## src/rtl/ahb_resp_mux.sv

```systemverilog
// ahb_resp_mux: AHB data-phase response stage that sits after the address
// decoder. It registers the owner of each accepted transfer and returns that
// slave's HRDATA/HREADYOUT/HRESP to the master. Transfers that hit no slave get
// the two-cycle ERROR response from the built-in default slave.
//
// Optional build macro: AHB_RESP_MUX_TIMEOUT_EN
//   When defined, a slave that holds its ready low for TIMEOUT_CYCLES data-phase
//   cycles is dropped for the rest of that transfer. The master then gets the
//   same two-cycle ERROR response as an unmapped access.
module ahb_resp_mux #(
  parameter int DATA_W         = 32,
  parameter int TIMEOUT_CYCLES = 16
) (
  input  logic              hclk,
  input  logic              hreset,
  input  logic [1:0]        htrans,
  input  logic              sel_0,
  input  logic              sel_1,
  input  logic              muxsel,
  input  logic [DATA_W-1:0] hrdata_0,
  input  logic              hreadyout_0,
  input  logic              hresp_0,
  input  logic [DATA_W-1:0] hrdata_1,
  input  logic              hreadyout_1,
  input  logic              hresp_1,
  output logic [DATA_W-1:0] hrdata,
  output logic              hready,
  output logic              hresp
);

  typedef enum logic [1:0] {OWN_NONE, OWN_S0, OWN_S1, OWN_DEF} own_t;
  typedef enum logic [1:0] {ERR_IDLE, ERR_1, ERR_2} err_t;

  own_t dp_own;
  own_t addr_own;
  logic dp_mux;
  err_t err_state;
  err_t err_nxt;
  logic timeout_hit;

  // Decide which owner the address phase now on the bus would get.
  always_comb begin
    // NOTE: give every always_comb output a default first, so no path leaves it
    // unassigned and no latch is inferred.
    addr_own = OWN_NONE;
    if (htrans[1]) begin
      if (sel_0)      addr_own = OWN_S0;
      else if (sel_1) addr_own = OWN_S1;
      else            addr_own = OWN_DEF;
    end
  end

  // Data-phase owner register. It loads only on accepting (hready) edges.
  always_ff @(posedge hclk or posedge hreset) begin
    if (hreset) begin
      // NOTE: sequential state uses non-blocking assignments only. Every
      // register then samples values from before the edge, whatever the
      // order of the blocks.
      dp_own <= OWN_NONE;
      dp_mux <= 1'b0;
    end else if (hready) begin
      dp_own <= addr_own;
      dp_mux <= muxsel;
    end
  end

  // Default-slave error FSM, state register.
  always_ff @(posedge hclk or posedge hreset) begin
    if (hreset) err_state <= ERR_IDLE;
    else        err_state <= err_nxt;
  end

  // Error FSM next state. The ERR2 edge accepts, so a back-to-back unmapped
  // transfer goes straight back to ERR1.
  always_comb begin
    err_nxt = err_state;
    if (hready)                  err_nxt = (addr_own == OWN_DEF) ? ERR_1 : ERR_IDLE;
    else if (err_state == ERR_1) err_nxt = ERR_2;
    else if (timeout_hit)        err_nxt = ERR_1;
  end

`ifdef AHB_RESP_MUX_TIMEOUT_EN
  localparam int CNT_W = $clog2(TIMEOUT_CYCLES + 1);

  logic [CNT_W-1:0] wait_cnt;
  logic             slave_stall;

  // A mapped slave is inserting a wait state and has not been dropped yet.
  always_comb begin
    slave_stall = (err_state == ERR_IDLE) &&
                  (((dp_own == OWN_S0) && !hreadyout_0) ||
                   ((dp_own == OWN_S1) && !hreadyout_1));
    timeout_hit = slave_stall && (wait_cnt == CNT_W'(TIMEOUT_CYCLES - 1));
  end

  // Count wait states. The count clears whenever a transfer completes.
  always_ff @(posedge hclk or posedge hreset) begin
    if (hreset)           wait_cnt <= '0;
    else if (hready)      wait_cnt <= '0;
    else if (slave_stall) wait_cnt <= wait_cnt + 1'b1;
  end
`else
  localparam int unused_timeout_cycles = TIMEOUT_CYCLES;

  // Without the watchdog a slave may stall for as long as it likes.
  always_comb timeout_hit = 1'b0;
`endif

  // Response mux. The error FSM overrides the owner, so a timed-out slave's
  // late ready never reaches the master.
  always_comb begin
    hready = 1'b1;
    hresp  = 1'b0;
    hrdata = '0;
    case (err_state)
      ERR_1: begin
        hready = 1'b0;
        hresp  = 1'b1;
      end
      ERR_2: begin
        hready = 1'b1;
        hresp  = 1'b1;
      end
      default: begin
        case (dp_own)
          OWN_S0: begin
            hready = hreadyout_0;
            hresp  = hresp_0;
            hrdata = dp_mux ? hrdata_0 : hrdata_1;
          end
          OWN_S1: begin
            hready = hreadyout_1;
            hresp  = hresp_1;
            hrdata = dp_mux ? hrdata_0 : hrdata_1;
          end
          default: ;
        endcase
      end
    endcase
  end

endmodule

```

## config.mk

```make
export PLATFORM = sky130hd
export DESIGN_NAME = ahb_resp_mux
export DESIGN_NICKNAME = d
export VERILOG_FILES = /design/src/rtl/ahb_resp_mux.sv
export SDC_FILE = /design/constraint.sdc
export NUM_CORES = 1
export LEC_CHECK = 0
export CORE_ASPECT_RATIO = 0.5
export CORE_MARGIN = 1
export CORE_UTILIZATION = 27
export CTS_BUF_LIST = sky130_fd_sc_hd__clkbuf_8
export DETAILED_ROUTE_END_ITERATION = 8
export GPL_TIMING_DRIVEN = 0
export PLACE_DENSITY_LB_ADDON = 0.05
export SLEW_MARGIN = 20
export SYNTH_ARGS = -nofsm -noshare
export SYNTH_HDL_FRONTEND = slang
export SYNTH_SLANG_ARGS = --single-unit
```

## constraint.sdc

```tcl
create_clock -name hclk -period 4.5 [get_ports hclk]
set_clock_uncertainty 0.2 [all_clocks]
set_input_delay 0.9 -clock hclk [delete_from_list [all_inputs] [get_ports hclk]]
set_output_delay 0.9 -clock hclk [all_outputs]
set_load 0.01 [all_outputs]
```

==> metrics, run 1 <==
ant diodes 0; Final Hold Viols 0; status finished clean; number of cells upsized or downsized after cts 0; Worst Path Max Fanout 6; Core Box Area around 2700 µm²; Clk Latency, worst-skew pair between 200 and 250 ps; YS warnings 0; Wirelength per Cell 13.69 µm; CTS tree built; Min Clock Period, post-route 3401 ps; Die Ht about 40 µm; Arrival @ worst endpoint ~2300 ps; power per cell area 691.1 nW/µm²; RSZ-0062 raised after global routing no; r2r startpoint dp_own[0]; GPL Wtd Cong between 0.6 and 0.7; Die ar. 3191 µm²; Worst VDD drop 470.5 µV; Worst-path clk slew roughly 30 ps; GRT Total Usage 0.2090; drt via density approximately 4.4; Die Wd around 79 µm; vias in the first global route 956; Final ANT Viol Nets 0; syn_area_per_cell between 7 and 8 µm²; Vias between 1000 and 1500; worst hold path type flip-flop to flip-flop; CP Capture Type primary output; setup repair bufs after CTS 0; Setup crit end hready; Max Cap Violations 0; critical setup path kind input port to primary output; Post-Syn Nets around 180; footprint of the multi-input gates 603.1 µm²; Root Driver clkbuf_8; slew margin rel. 0.6950; Syn Inst Count ~100; CTS H-Tree Depth 1; Worst R2R End dp_mux; final net count 294; first-pass detailed-route iteration total 4; CTS Buffer Depth 2; Leak around 0.0009 µW; DRT Wirelength 3435 µm; P&R area growth vs syn 145.6%; R2R depth 7; worst slew pin tran between 400 and 500 ps; layout cells sized above 1 0.04673; Worst EP required between 3000 and 4000 ps; final core occ 0.7261; DRC Markers 0; setup slack, reg-to-reg 2590 ps; Num CTS Buffers 3; CP Launch Point hreadyout_1; drt first-iter violations 19; register area share after synthesis 0.1567; # fillers about 230; Setup crit start kind input port; Yosys cell types 14; Final Setup Violations 0; total grt overflow 0; Port Buffers 107; Detail Placement HPWL about 2900 µm; first-pass GRT wire length a little under 5000 µm; final-report max-slew violation count 0; Total Neg Setup Slack 0 ps; initial antenna violation count 0; CTS hold repair buffers 0; # rows 13; # IOs around 110; Initial Util 0.2956; Mapped Area approximately 800 µm²; register area 125.1 µm²; period utilization 0.7558; fmax 294.0 MHz; largest net degree at the start of global routing 11; FF+latch count, synth 5; CTS Sinks 5
## routing by layer
layer	wire length, µm	up-vias	global-route usage	part of all wire
li1	-	565	-	-
met1	1579	497	0.2621	0.46
met2	1606	36	0.3761	0.47
met3	229	2	0.04091	0.067
met4	20	0	0.06818	0.0058
met5	0	-	0	0
## worst min path at each step
stage / start / endpoint / cells after the start / slack, ps
3_5_place_dp: err_state[1] / err_state[1] / 2 / 350
5_1_grt: err_state[1] / err_state[1] / 2 / 400
4_1_cts: err_state[1] / err_state[1] / 2 / 350
2_1_floorplan: err_state[1] / err_state[1] / 2 / 290
3_3_place_gp: err_state[1] / err_state[1] / 2 / 330
6_report: err_state[1] / err_state[1] / 2 / 340
## flip-flops by register name (all words and copies together) (netlist names)
| name | cells |
|---|---|
| err_state | 2 |
| dp_own | 2 |
| dp_mux | 1 |
## cells by family after synthesis
kind of cell / count (synthesis) / synth area share
simple gates: 38 / 0.1912
mux: 36 / 0.4577
flops: 5 / 0.1567
fa+ha+maj: 4 / 0.06270
buf+inv: 15 / 0.08777
compound gates: 5 / 0.04390
## power by group
part / total (µW) / switching [µW] / internal, µW
Combinational: 1200 / 530 / 667
Sequential: 78.4 / 11.3 / 67.0
Clock: 79.8 / 21.4 / 58.4
Total: 1350 / 563 / 792
## cell type report
| type | instances | area share |
|---|---|---|
| clock buffers | 3 | 0.02106 |
| repair buffers | 107 | 0.5463 |
| flip-flops and latches | 5 | 0.06382 |
| plain buffers | 9 | 0.02425 |
| well taps | 37 | 0.02361 |
| clock inverters | 1 | 0.001914 |
| multi-input cells | 83 | 0.3076 |
| inverters | 6 | 0.01149 |
## stage by stage
stage          hold slack, ps  worst slack [ps]  total power [µW]  cell area [µm²]  cells
2_1_floorplan           289.9              2003             702.8            798.3    103
3_5_place_dp            345.8              1104              1284             1916    247
6_report                336.2              1099              1355             1961    251
5_1_grt                 395.9              1037              1458             1961    251
4_1_cts                 353.6              1092              1371             1961    251
3_3_place_gp            325.7              1096              1268             1916    247
## layout by cell type, fill, tap and decap left out
cell / count
mux2_4: 1
clkbuf_1: 3
nor2_1: 34
clkdlybuf4s50_1: 107
ha_1: 4
nand2b_1: 4
dfrtp_1: 5
inv_1: 7
buf_2: 5
a22o_1: 1
clkbuf_8: 3
mux2i_1: 35
buf_6: 1
o21ai_0: 2
a22oi_1: 1
o22a_1: 1
## worst max-delay path: stages
cell             delay [ps]
clkdlybuf4s50_1         400
a22o_1                  230
o22a_1                  170
buf_6                   140
clkdlybuf4s50_1         470
## cell usage after synthesis
cell type / n / area [µm²]
clkbuf_1: 3 / 11.26
dfrtp_1: 5 / 125.1
mux2i_1: 35 / 350.3
buf_2: 5 / 25.02
a22o_1: 1 / 8.760
nand2b_1: 4 / 25.02
inv_1: 6 / 22.52
mux2_4: 1 / 15.01
o21ai_0: 2 / 10.01
o22a_1: 1 / 8.760
buf_6: 1 / 11.26
a22oi_1: 1 / 7.510
ha_1: 4 / 50.05
nor2_1: 34 / 127.6
No activity file was read; power rests on OpenSTA's default activity.
==> run 2: changes to the inputs <==
Settings changed: CORE_UTILIZATION 27 to 25.
Clock period 4.5 ns to 3.2 ns, I/O delays scaled along.
==> run 2 against run 1 <==
  * Flip-flop and latch count unchanged
  * Register-to-register slack worse by 1300 ps
  * Final area up 0.19%
  * Routed wire length down 10%
  * Sequential power up 39%
  * First-iteration DRC count up 74%
  * Critical endpoint is now hrdata[13]
==> metrics, run 2 (same netlist as run 1, synthesis figures left out) <==
Vias 1083 (-1.5%); Die ar. 3437 µm² (+7.7%); GRT Total Usage 0.1815 (-0.02752); Arrival @ worst endpoint 2170 ps (-130 ps); Worst-path clk slew 40 ps (about the same); total power 1899 µW (+40%); layout cells sized above 1 0.04673 (unchanged); drt via density 4.264 (-2.7%); CTS Buffer Depth 2 (unchanged); Worst VDD drop 543.0 µV (+15%); Die Wd 81.92 µm (+3.8%); Leak 0.0008757 µW (unchanged); first-pass detailed-route iteration total 4 (unchanged); Final ANT Viol Nets 0 (unchanged); CP cell instances inv_1, ha_1, nand2b_1, buf_2, clkbuf_1, nor2_1, clkdlybuf4s50_1; DRC Markers 0 (unchanged); # IOs 109 (unchanged); critical setup path kind flip-flop to primary output; number of cells upsized or downsized after cts 0 (unchanged); Max Cap Violations 0 (unchanged); Port Buffers 107 (unchanged); Setup crit start kind flip-flop; final net count 294 (unchanged); RSZ-0062 raised after global routing no; initial antenna violation count 0 (unchanged); fmax between 300 and 400 MHz; top layer in use met4; status finished clean; largest net degree at the start of global routing 11 (unchanged); post-route cell area 1964 µm² (+0.19%); CTS hold repair buffers 0 (unchanged); ant diodes 0 (unchanged); P&R area growth vs syn 146.1%; CTS tree built; slew margin rel. 0.6906 (-0.004417); WL met2 1505 µm (-6.3%); M1 WL 1282 µm (-19%); first-pass GRT wire length 4719 µm (-3.4%); Detail Placement HPWL 2591 µm (-11%); biggest regs dp_own x2, err_state x2, dp_mux x1; # rows 14 (+1); period utilization 0.9416; Root Driver clkbuf_8; critical path's largest stage delay 510 ps (+40 ps); setup repair bufs after CTS 0 (unchanged); Final Hold Viols 0 (unchanged); Final Setup Violations 0 (unchanged); Min Clock Period, post-route 3013 ps; WL met3 244 µm (+6.6%); Final Non-Filler Cells 254 (+1.2%); Worst Path Max Fanout 10 (+4); most frequent cells in the layout 107 x clkdlybuf4s50_1, 35 x mux2i_1, 34 x nor2_1; Initial Util 0.2650 (-0.03069); power per cell area 966.7 nW/µm² (+40%); Core Box Area 3013 µm² (+12%); slowest CP cell clkdlybuf4s50_1; vias in the first global route 974 (+1.9%); worst slew pin tran 464.1 ps (+6.626 ps); placed cell area 1919 µm² (+0.20%); Num CTS Buffers 3 (unchanged); Wirelength per Cell 12.17 µm (-11%); CTS H-Tree Depth 1 (unchanged); DRT Wirelength 3092 µm (-10%); Die Ht 41.96 µm (+3.7%); drt first-iter violations 33 (+14); worst hold path type flip-flop to flip-flop; Total Neg Setup Slack 0 ps (unchanged); final-report max-slew violation count 0 (unchanged); total grt overflow 0 (unchanged); commonest non-fill, non-tap cell in the layout clkdlybuf4s50_1; Clk Latency, worst-skew pair 220 ps (about the same); CP Capture Type primary output; CTS Sinks 5 (unchanged); Worst EP required 2360 ps (-1040 ps); cell total after placement 250 (+1.2%); GPL Wtd Cong 0.7030 (+6.1%)
run 2: cell counts in the layout (fill, tap and decap cells not counted):
No cell type changed its count.
run 2: cell type report:
class / instances / area [µm²]
multi-input combinational: 83 / 603.1
buffer: 9 / 47.55
clock inverter: 1 / 3.754
clock buffer: 3 / 41.29
tap: 40 / 50.05
inverter: 6 / 22.52
fill: 282 / 1049
timing repair buffer: 107 / 1071
sequential: 5 / 125.1
run 2: routing by layer:
layer | vias to the layer above | track usage
met3 | 7 | 0.02857
met1 | 476 | 0.2203
met2 | 36 | 0.3174
li1 | 564 | -
met4 | 0 | 0.07368
met5 | - | 0
run 2: worst paths after layout:
kind / start / endpoint / slack (ps) / cells after the start
worst min-delay path: err_state[1] / err_state[1] / 330 / 2
max in group asynchronous: hreset / dp_own[0] / 2200 / 2
worst min register to register: err_state[1] / err_state[1] / 330 / 2
min in group asynchronous: hreset / dp_mux / 420 / 2
worst max register to register: dp_own[0] / dp_mux / 1300 / 7
worst max-delay path: err_state[0] / hrdata[13] / 190 / 7
run 2: through the flow:
step | hold slack, ps | utilization | setup slack [ps]
final | 331.1 | 0.6520 | 186.8
after global routing | 361.9 | 0.6520 | 39.85
after CTS | 336.4 | 0.6520 | 152.5
after detailed placement | 328.4 | 0.6370 | 308.4
after global placement | 312.3 | 0.6370 | 317.0
after floorplan | 218.5 | - | 1051
run 2: where the power goes:
group / leakage, µW / total [µW] / switching, µW / internal [µW]
Sequential: 0.0000640 / 109 / 15.0 / 94.2
Combinational: 0.000785 / 1670 / 738 / 936
Clock: 0.0000269 / 115 / 32.6 / 82.4
run 2: critical path: cells and delay by family, from the launching register on:
kind          cells  cell delay (ps)
fa+ha+maj         1              310
buf+inv           4             1110
flops             1              360
simple gates      2              160
==> run 3: changes to the inputs <==
Settings changed: CTS_BUF_LIST sky130_fd_sc_hd__clkbuf_8 to sky130_fd_sc_hd__clkbuf_16.
==> run 3 against run 2 <==
  * Non-clock buffer count unchanged
  * Hold slack got worse by 2.6 ps
  * Total power grew 4.5%
  * Routed wire length rose by 0.23%
  * Critical path type unchanged
  * Critical endpoint unchanged
  * Largest cell class unchanged
==> metrics, run 3 (same netlist as run 1, synthesis figures left out) <==
worst slew pin tran 464.1 ps (unchanged); # rows 14 (unchanged); clock share of power 0.102 (+0.041); Pint 1193 µW (+7.1%); net load switching power 792.6 µW (+0.84%); GRT Total Usage 0.1815 (unchanged); Worst Path Max Fanout 10 (unchanged); Max Cap Violations 0 (unchanged); CTS Sinks 5 (unchanged); initial antenna violation count 0 (unchanged); ant diodes 0 (unchanged); Core Box Area 3013 µm² (unchanged); Root Driver clkbuf_16; biggest regs dp_own x2, err_state x2, dp_mux x1; CTS tree built; Worst-path clk slew 30 ps (about the same); setup repair bufs after CTS 0 (unchanged); Setup crit start kind flip-flop; final-report max-slew violation count 0 (unchanged); Num CTS Buffers 3 (unchanged); P&R area growth vs syn 150.3%; final net count 294 (unchanged); first-pass GRT wire length 4712 µm (-0.15%); Worst VDD drop 789.3 µV (+45%); DRT Wirelength 3099 µm (+0.23%); Vias 1081 (-0.18%); final core occ 0.6632 (+0.01121); number of cells upsized or downsized after cts 0 (unchanged); hold slack 328.5 ps (-2.610 ps); CTS H-Tree Depth 1 (unchanged); drt first-iter violations 33 (unchanged); worst hold path type flip-flop to flip-flop; cell total after placement 250 (unchanged); period utilization 0.9433 (+0.001671); Final Setup Violations 0 (unchanged); total grt overflow 0 (unchanged); most frequent cells in the layout 107 x clkdlybuf4s50_1, 35 x mux2i_1, 34 x nor2_1; Die Wd 81.92 µm (unchanged); Initial Util 0.2650 (unchanged); sequential power share 0.055 (-0.003); Detail Placement HPWL 2591 µm (unchanged); Min Clock Period, post-route 3019 ps (+5.347 ps); layout cells sized above 1 0.04673 (unchanged); power per cell area 993.5 nW/µm² (+2.8%); R2R depth 7 (unchanged); Clk Latency, worst-skew pair 230 ps (about the same); drt via density 4.256 (-0.18%); Final Non-Filler Cells 254 (unchanged); Die ar. 3437 µm² (unchanged); fmax 331.3 MHz (-0.18%); CTS Buffer Depth 2 (unchanged); Leak 0.0008911 µW (+1.8%); GPL Wtd Cong 0.7030 (unchanged); switching share of power 0.3993 (-0.01464); Port Buffers 107 (unchanged); CTS hold repair buffers 0 (unchanged); RSZ-0062 raised after global routing no; Worst EP required 2360 ps (about the same); largest net degree at the start of global routing 11 (unchanged); slew margin rel. 0.6906 (unchanged); critical setup path kind flip-flop to primary output; # IOs 109 (unchanged); commonest non-fill, non-tap cell in the layout clkdlybuf4s50_1; Arrival @ worst endpoint 2180 ps (about the same); Final ANT Viol Nets 0 (unchanged); Final Hold Viols 0 (unchanged); Die Ht 41.96 µm (unchanged); CP Capture Type primary output; first-pass detailed-route iteration total 4 (unchanged); Total Neg Setup Slack 0 ps (unchanged); Comb pwr share 0.843 (-0.039); vias in the first global route 975 (+0.10%); Hold Crit Depth 2 (unchanged); status finished clean; DRC Markers 0 (unchanged); Wirelength per Cell 12.20 µm (+0.23%)
run 3: cell counts in the layout (fill, tap and decap cells not counted):
Identical to the previous run, type by type.
run 3: power groups by stage:
| stage | Sequential (µW) | Combinational [µW] | Clock (µW) |
|---|---|---|---|
| floorplan | 107 | 881 | 0 |
| global placement | 109 | 1670 | 0 |
| detailed placement | 110 | 1690 | 0 |
| CTS | 109 | 1690 | 207 |
| global route | 114 | 1800 | 209 |
| finish | 109 | 1670 | 203 |
run 3: worst max-delay path: stages (launching register included):
cell and delay (ps):
dfrtp_1 360, inv_1 50, ha_1 320, nand2b_1 70
buf_2 160, clkbuf_1 390, nor2_1 90, clkdlybuf4s50_1 510
run 3: final timing paths:
check	startpoint	endpoint	slack (ps)
min in group asynchronous	hreset	err_state[1]	420
max reg2reg	dp_own[0]	dp_mux	1300
max	err_state[0]	hrdata[13]	180
min	err_state[1]	err_state[1]	330
min reg2reg	err_state[1]	err_state[1]	330
max in group asynchronous	hreset	dp_own[0]	2210
run 3: metrics by stage:
stage	power (µW)	setup WS, ps	instance area, µm²
after global routing	2123	42.44	1998
after global placement	1784	317.0	1919
after floorplan	988.3	1051	798.3
after detailed placement	1800	308.4	1919
final	1985	181.4	1998
after CTS	2011	152.0	1998
run 3: layout make-up:
cell class	count	area [µm²]
Inverter	6	22.52
Fill cell	277	1015
Multi-Input combinational cell	83	603.1
Timing Repair Buffer	107	1071
Clock inverter	1	3.754
Buffer	9	47.55
Sequential cell	5	125.1
Clock buffer	3	75.07
Tap cell	40	50.05
run 3: layer usage:
layer / track usage / share of wire / vias to the layer above
li1: - / - / 563
met1: 0.2203 / 0.41 / 475
met2: 0.3174 / 0.49 / 36
met3: 0.02857 / 0.080 / 7
met4: 0.07368 / 0.019 / 0
met5: 0 / 0 / -
